[src/rtl/fsm_seek_ctrl.sv]
// ---------------------------------------------------------------------------
// fsm_seek_ctrl
//   Run controller for a serial bit-pattern seek. A start pulse latches the
//   pattern, length, target count and window, then the controller watches the
//   qualified bit stream for the pattern, with overlapping matches allowed.
//   A run ends with a done pulse when the target count is reached, with a
//   timeout pulse when the accepted-bit window runs out first, or silently on
//   abort.
//
// Ports
//   clk          in   clock, rising edge
//   aresetn      in   asynchronous active-low reset
//   cfg_pattern  in   pattern; bit [cfg_len-1] earliest in time, bit 0 latest
//   cfg_len      in   pattern length, valid 1..MAX_LEN
//   cfg_target   in   match count ending the run (0 = unlimited)
//   cfg_window   in   accepted bits per run (0 = unlimited)
//   start        in   arms a run when idle
//   abort        in   cancels a run (wins over start)
//   bit_valid    in   qualifies bit_in
//   bit_in       in   serial data bit
//   busy         out  run active
//   match        out  one-cycle pulse per detected occurrence
//   match_count  out  matches in current or last run (saturating)
//   done         out  one-cycle pulse, target reached
//   timeout      out  one-cycle pulse, window expired
//   err          out  one-cycle pulse, start rejected for bad cfg_len
// ---------------------------------------------------------------------------
module fsm_seek_ctrl #(
  parameter int MAX_LEN = 8,
  parameter int LEN_W   = $clog2(MAX_LEN + 1),
  parameter int CNT_W   = 8,
  parameter int WIN_W   = 16
) (
  input  logic               clk,
  input  logic               aresetn,
  input  logic [MAX_LEN-1:0] cfg_pattern,
  input  logic [LEN_W-1:0]   cfg_len,
  input  logic [CNT_W-1:0]   cfg_target,
  input  logic [WIN_W-1:0]   cfg_window,
  input  logic               start,
  input  logic               abort,
  input  logic               bit_valid,
  input  logic               bit_in,
  output logic               busy,
  output logic               match,
  output logic [CNT_W-1:0]   match_count,
  output logic               done,
  output logic               timeout,
  output logic               err
);

  typedef enum logic [0:0] {IDLE, SEEK} state_t;

  state_t             state_q;
  logic [MAX_LEN-1:0] pat_q;
  logic [LEN_W-1:0]   len_q;
  logic [CNT_W-1:0]   target_q;
  logic [WIN_W-1:0]   window_q;
  logic [MAX_LEN-1:0] hist_q;
  logic [LEN_W-1:0]   fill_q;
  logic [WIN_W-1:0]   win_cnt_q;
  logic [CNT_W-1:0]   count_q;
  logic               busy_q;
  logic               match_q;
  logic               done_q;
  logic               timeout_q;
  logic               err_q;

  // Next values for the current bit, valid whenever a bit is accepted.
  logic [MAX_LEN-1:0] hist_d;
  logic [LEN_W:0]     fill_inc;
  logic               fill_full;
  logic [LEN_W-1:0]   fill_d;
  logic [WIN_W-1:0]   win_cnt_d;
  logic [CNT_W-1:0]   count_d;
  logic [MAX_LEN-1:0] len_mask;
  logic               pat_eq;
  logic               is_match;
  logic               target_hit;
  logic               window_hit;
  logic               cfg_len_ok;

  assign cfg_len_ok = (cfg_len != '0) && (cfg_len <= LEN_W'(MAX_LEN));

  // Newest bit enters at the LSB, so history[len-1:0] lines up with the
  // pattern's earliest-at-MSB ordering.
  assign hist_d = {hist_q[MAX_LEN-2:0], bit_in};

  // Fill count saturates at the latched length; "full" means this bit
  // completes at least len bits of history.
  assign fill_inc  = {1'b0, fill_q} + (LEN_W + 1)'(1);
  assign fill_full = (fill_inc >= {1'b0, len_q});
  assign fill_d    = fill_full ? len_q : fill_inc[LEN_W-1:0];

  // Only the low len_q history bits take part in the comparison.
  generate
    for (genvar gi = 0; gi < MAX_LEN; gi++) begin : g_mask
      assign len_mask[gi] = (LEN_W'(gi) < len_q);
    end
  endgenerate

  assign pat_eq    = (((hist_d ^ pat_q) & len_mask) == '0);
  assign is_match  = fill_full && pat_eq;

  assign count_d   = (&count_q) ? count_q : count_q + CNT_W'(1);
  assign win_cnt_d = win_cnt_q + WIN_W'(1);

  assign target_hit = is_match && (target_q != '0) && (count_d == target_q);
  assign window_hit = (window_q != '0) && (win_cnt_d == window_q);

  always_ff @(posedge clk or negedge aresetn) begin
    if (!aresetn) begin
      state_q   <= IDLE;
      pat_q     <= '0;
      len_q     <= '0;
      target_q  <= '0;
      window_q  <= '0;
      hist_q    <= '0;
      fill_q    <= '0;
      win_cnt_q <= '0;
      count_q   <= '0;
      busy_q    <= 1'b0;
      match_q   <= 1'b0;
      done_q    <= 1'b0;
      timeout_q <= 1'b0;
      err_q     <= 1'b0;
    end else begin
      // Pulse outputs default low every cycle.
      match_q   <= 1'b0;
      done_q    <= 1'b0;
      timeout_q <= 1'b0;
      err_q     <= 1'b0;
      case (state_q)
        IDLE: begin
          if (start && !abort) begin
            if (cfg_len_ok) begin
              pat_q     <= cfg_pattern;
              len_q     <= cfg_len;
              target_q  <= cfg_target;
              window_q  <= cfg_window;
              hist_q    <= '0;
              fill_q    <= '0;
              win_cnt_q <= '0;
              count_q   <= '0;
              busy_q    <= 1'b1;
              state_q   <= SEEK;
            end else begin
              err_q <= 1'b1;
            end
          end
        end
        SEEK: begin
          if (abort) begin
            busy_q  <= 1'b0;
            state_q <= IDLE;
          end else if (bit_valid) begin
            hist_q    <= hist_d;
            fill_q    <= fill_d;
            win_cnt_q <= win_cnt_d;
            if (is_match) begin
              match_q <= 1'b1;
              count_q <= count_d;
            end
            // Target takes priority when both limits land on the same bit.
            if (target_hit) begin
              done_q  <= 1'b1;
              busy_q  <= 1'b0;
              state_q <= IDLE;
            end else if (window_hit) begin
              timeout_q <= 1'b1;
              busy_q    <= 1'b0;
              state_q   <= IDLE;
            end
          end
        end
        default: begin
          busy_q  <= 1'b0;
          state_q <= IDLE;
        end
      endcase
    end
  end

  assign busy        = busy_q;
  assign match       = match_q;
  assign match_count = count_q;
  assign done        = done_q;
  assign timeout     = timeout_q;
  assign err         = err_q;

endmodule

[config.mk]
export PLATFORM = sky130hd
export DESIGN_NAME = fsm_seek_ctrl
export DESIGN_NICKNAME = d
export VERILOG_FILES = /design/src/rtl/fsm_seek_ctrl.sv
export SDC_FILE = /design/constraint.sdc
export NUM_CORES = 1
export LEC_CHECK = 0
export CORE_UTILIZATION = 45
export CTS_CLUSTER_SIZE = 12
export DETAILED_ROUTE_END_ITERATION = 10
export PLACE_DENSITY = 0.66
export SLEW_MARGIN = 20
export SYNTH_ARGS = -nofsm -noshare
export SYNTH_HDL_FRONTEND = slang
export SYNTH_SLANG_ARGS = --single-unit
export TNS_END_PERCENT = 1
[constraint.sdc]
create_clock -name clk -period 3.5 [get_ports clk]
set_input_delay 0.875 -clock clk [delete_from_list [all_inputs] [get_ports clk]]
set_output_delay 0.875 -clock clk [all_outputs]
set_load 0.01 [all_outputs]
; Yosys cells after proc, flatten, opt, wreduce, memory -nomap -nowiden
; Index checks and enable logic that the tools add are counted.
[op_classes]
addsub = 3
order_cmp = 10
eq_ne = 9
mux = 51
bitwise = 3
n_reduce_logical = 16
[ops]
columns = operator, n
row1 = 16-bit two-way mux, 4
row2 = 8-bit two-way mux, 6
row3 = 16-bit one-hot mux with 2 select lines, 1
row4 = 1-bit two-way mux, 28
row5 = 4-bit two-way mux, 5
row6 = "16-bit by 1-bit adder with 16-bit output, second input constant", 1
row7 = 16-bit equality test, 1
row8 = "3-bit by 4-bit < comparator with 1-bit output, first input constant", 4
row9 = 8-bit one-hot mux with 2 select lines, 1
row10 = 16-bit nonzero test, 1
row11 = 7-bit two-way mux, 2
row12 = 7-bit one-hot mux with 2 select lines, 1
row13 = "8-bit by 1-bit adder with 8-bit output, second input constant", 1
row14 = 8-bit AND, 1
row15 = 8-bit equality test, 1
row16 = 8-bit logical NOT, 1
row17 = "1-bit by 4-bit < comparator with 1-bit output, first input constant", 2
row18 = "2-bit by 4-bit < comparator with 1-bit output, first input constant", 2
row19 = "2-bit inequality test, second input constant", 4
row20 = 4-bit one-hot mux with 2 select lines, 1
row21 = 4-bit AND reduction, 2
row22 = 8-bit AND reduction, 1
row23 = 8-bit nonzero test, 1
row24 = 8-bit XOR, 1
row25 = 13 further kinds, 19
[totals]
ff_bits = 77
inputBits = 42
out_inout_bits = 13

; Logic depth before layout (Yosys ltp)
[logic_depth]
word_depth = 10
ltp_mapped = 11
ltp_nobuf = 10

; Worst setup path after synthesis
; OpenSTA, ideal clock, no wires.
[synth_path]
path_type = register to register
from = reg fill_q[0]
to = reg count_q[1], in the netlist match_count[1]
arrival_ns = 2.785
setup_slack_ns = 0.594
path_stages_with_launch = 11
path_cell_list = dfrtp_1 > ha_1 > xor2_1 > ha_1 > o21ai_0 > o21ai_1 > o21ai_0 > or3_1 > a21oi_1 > o31ai_1 > a32o_1
[synth_via]
elab_chain_cells = 5
[synth_rtl]
columns = item, line_no
row1 = start: declaration, 60  ; logic [LEN_W-1:0] fill_q;
row2 = start signal: assignment, 158  ; fill_q <= fill_d;
row3 = 4-bit by 1-bit adder with 5-bit output, 91  ; assign fill_inc = {1'b0, fill_q} + (LEN_W + 1)'(1);
row4 = 5-bit by 4-bit >= comparator with 1-bit output, 92  ; assign fill_full = (fill_inc >= {1'b0, len_q});
row5 = 1-bit logical AND, 103  ; assign is_match = fill_full && pat_eq;
row6 = 2-bit by 1-bit inequality test with 1-bit output (no line), --
row7 = 5-bit AND reduction (no line), --
row8 = end signal: assignment, 162  ; count_q <= count_d;
row9 = end: declaration, 62  ; logic [CNT_W-1:0] count_q;
; Every way passes these cells.
; A chain may end at the register's enable or synchronous reset.

; Final worst setup path
[layout_path]
from = reg fill_q[0]
to = reg busy_q, in the netlist busy
[layout_via]
elab_chain_cells = 9
word_cells_on_any_way = 11
[layout_rtl]
columns = item, line_no
row1 = 4-bit by 1-bit adder with 5-bit output *, 91
row2 = 5-bit by 4-bit >= comparator with 1-bit output *, 92
row3 = 1-bit logical AND *, 103
row4 = 1-bit logical AND * (2 in a row), 108  ; assign target_hit = is_match && (target_q != '0) && (count_d == target_q);
row5 = 1-bit two-way mux, 165  ; if (target_hit) begin
row6 = 1-bit two-way mux, 156  ; end else if (bit_valid) begin
row7 = 1-bit two-way mux, 153  ; if (abort) begin
row8 = 1-bit one-hot mux with 2 select lines, 133  ; case (state_q)
row9 = end signal: assignment, 154  ; busy_q <= 1'b0;
row10 = end signal: assignment, 167  ; busy_q <= 1'b0;
row11 = end signal: assignment, 171  ; busy_q <= 1'b0;
row12 = end: declaration, 63  ; logic busy_q;
; Every way passes the cells marked *; elsewhere a longest branch is shown, timed or not. The select of a mux whose other input is x is not followed.

==> flow_metrics.tcl <==
set metrics [dict create \
    status "complete, no violations" \
    clock.fmax_mhz 363 \
    antenna_cells 0 \
    die_w_microns 99.7 \
    place.gp.congestion 0.849 \
    cellPowerDensity_nw_per_um2 523 \
    synth_cells 440 \
    htree_levels 3 \
    n_fill_cell 823 \
    cp-end-kind "flip-flop" \
    root_buffer "clkbuf_8" \
    groute.usage.overall_pct 22.0 \
    routed_wl_microns 10200 \
    syn_area_per_cell_sq_um 9.76 \
    ys_top_cells_by_area "dfrtp_1, mux2_2, xnor2_1, o21ai_0, nand2_1" \
    grt_pass1_vias 3419 \
    yosys.cell_types.count 50 \
    intPower_mw 1.92 \
    overflow 0 \
    multiInputGateArea_sq_um 2250 \
    place_inst 612 \
    setup_viol 0 \
    drtAntennaViolNets 0 \
    comb_power_share_pct 26.1 \
    post_cts_buffers 0 \
    seq_area_frac_synth_pct 44.9 \
    worstPathArrival_ns 2.96 \
    maxSlewHeadroom_pct 53.8 \
    ir_drop_mv 0.258 \
    finalNonFillerCells 629 \
    cp_max_fo 5 \
    synth_top_cell_area_share_pct 44.9 \
    dp_hpwl_microns 7130 \
    io_buffers 54 \
    drv_cap 0 \
    leakagePower_nw 2.21 \
    firstDrtPassIters 4 \
    p_sw_uw 823 \
    rows 35 \
    start_util_pct 46.5 \
    via_per_inst 5.64 \
    clock_latency_ns 0.35 \
    ys_warn_count 0 \
    yosys.area.top_type "dfrtp_1" \
    min_period_ns 2.76 \
    grt_max_degree 78 \
    async_reset_ff_share_pct 100 \
    crit_path_start_kind "flip-flop" \
    critical_path_class "reg -> reg" \
    worst_pin_slew_ns 0.686 \
    seq_power_share_pct 44.3 \
    wl_per_cell_microns 16.2 \
    hold_buffers 0 \
    coreArea_sq_um 9240 \
    cts_resized 0 \
    tns_ns 0 \
    clk_pin_slew_ns 0.08 \
    min_path_type "in -> async" \
    regArea_sq_um 1930 \
    dr_total_vias 3547 \
    drc 0 \
    clkPwrFrac_pct 29.6 \
    dieArea_sq_um 9940 \
    clockBufferDepth 2 \
    finalCritPeriodShare_pct 78.7 \
    synth_common_cells "dfrtp_1, nand2_1, mux2_2, o21ai_0, xnor2_1" \
    area_growth_pct 22.3 \
    antenna_found_initial 0 \
    swShare_pct 30.0 \
    grt_first_pass_wirelength_microns 16900 \
    fin_skew_ns 0.00804 \
    rsz0062_at_grt "no" \
    syn-num-nets 489 \
    finalMaxSlewViolations 0 \
    drive_above_1_share_pct 13.6 \
    synth-edff-count 0 \
    dr.first_iter.drc_count 153 \
    synth_ff_type "dfrtp_1" \
    cts_tree "done" \
    cts.sinks 77 \
    layout.nets 544 \
    io_pins 55 \
    synth.most_common_cell "dfrtp_1" \
    finalHoldViolCount 0 \
    netlist_area_sq_um 4300 \
    cp.required_ns 3.70 \
    die_h_microns 99.7 \
    cts_buffers 9 \
    ys_ff_latch 77 \
]
cells by family after synthesis:
logic type | share of synthesized area [%]
and+or+nand+nor | 17.4
AOI/OAI and AO/OA | 14.3
DFF | 44.9
xor gates and xnor gates | 8.36
muxes | 10.2
buffers and inverters | 2.88
adders and majority gates | 2.04
path summary, 6_finish.rpt:
check	end	slack [ns]	depth (start not counted)	startpoint
max	busy$_DFFE_PN0P_	0.74	10	fill_q[0]$_DFFE_PN0P_
min	window_q[11]$_DFFE_PN0P_	0.40	1	aresetn
max reg2reg	busy$_DFFE_PN0P_	0.74	10	fill_q[0]$_DFFE_PN0P_
min reg2reg	win_cnt_q[15]$_DFFE_PN0P_	0.52	1	win_cnt_q[15]$_DFFE_PN0P_
max in group asynchronous	len_q[0]$_DFFE_PN0P_	2.53	2	aresetn
min in group clk	win_cnt_q[15]$_DFFE_PN0P_	0.52	1	win_cnt_q[15]$_DFFE_PN0P_
cell usage in the layout (no fill, tap or decap), types with 2 or more instances in the layout:
cell,synthesis,final
nand2b_1,3,3
a31oi_1,6,6
inv_1,10,10
nor3_1,11,11
o41ai_1,3,3
a32oi_1,2,2
clkbuf_8,0,10
a211o_1,2,2
nand3_1,23,23
o31ai_1,10,10
and3_1,5,5
a21o_1,3,3
clkdlybuf4s50_1,0,53
nor4_1,13,13
dfrtp_1,77,77
or3_1,2,2
o311ai_0,2,2
o22ai_1,3,3
and2_1,3,3
mux2i_1,2,2
o21ai_0,35,35
nand2_1,43,42
nor2_1,23,23
nor3b_1,3,3
buf_4,0,11
o211ai_1,2,2
ha_1,7,7
xor2_1,15,15
a21oi_1,23,23
xnor2_1,26,26
clkbuf_1,12,2
bufinv_16,0,3
nand4_1,8,8
mux2_2,37,37
per-layer routing:
| layer | track usage [%] | part of all wire (%) | vias to the layer above |
|---|---|---|---|
| met4 | 6.90 | 1.5 | 0 |
| met3 | 3.51 | 4.3 | 15 |
| met1 | 32.2 | 50 | 1712 |
| li1 | - | - | 1719 |
| met2 | 33.3 | 45 | 101 |
| met5 | 0 | 0 | - |
power by group through the flow:
stage               sequential (mW)  combinational, mW  clock [mW]
finish                         1.22              0.716       0.813
global route                   1.24              0.815       0.877
CTS                            1.21              0.719       0.829
detailed placement             1.23              0.714           0
global placement               1.22              0.689           0
floorplan                      1.18              0.515           0
critical path: stages, from the launching register on:
cell	delay [ns]
dfrtp_1	0.43
ha_1	0.27
xor2_1	0.18
ha_1	0.28
o21ai_0	0.08
o21ai_1	0.14
o21ai_0	0.10
or3_1	0.44
nand4b_1	0.33
a21oi_2	0.24
o311ai_1	0.11
registers in the layout, summed over array words and instances (netlist names):
name	flops
win_cnt_q	16
timeout	1
err	1
match_count	8
hist_q	7
pat_q	8
busy	1
len_q	4
match	1
state_q	1
window_q	16
fill_q	4
done	1
target_q	8
area by class of cell:
cell class	count	area share, %
Multi-Input combinational cell	332	42.8
Timing Repair Buffer	65	12.2
Clock inverter	4	1.81
Sequential cell	77	36.7
Tap cell	129	3.07
Inverter	10	0.714
Clock buffer	12	2.76
through the flow:
stage	util (%)	power, mW	cell area [sq um]	hold WS, ns	setup slack [ns]
final	56.9	2.75	5250	0.397	0.744
after global routing	56.9	2.93	5250	0.405	0.545
after CTS	56.6	2.76	5230	0.517	0.752
after detailed placement	54.0	1.94	4990	0.505	0.578
after global placement	54.0	1.91	4990	0.495	0.604
after floorplan	-	1.70	4300	0.471	0.594
(Power assumes the default switching activity.)
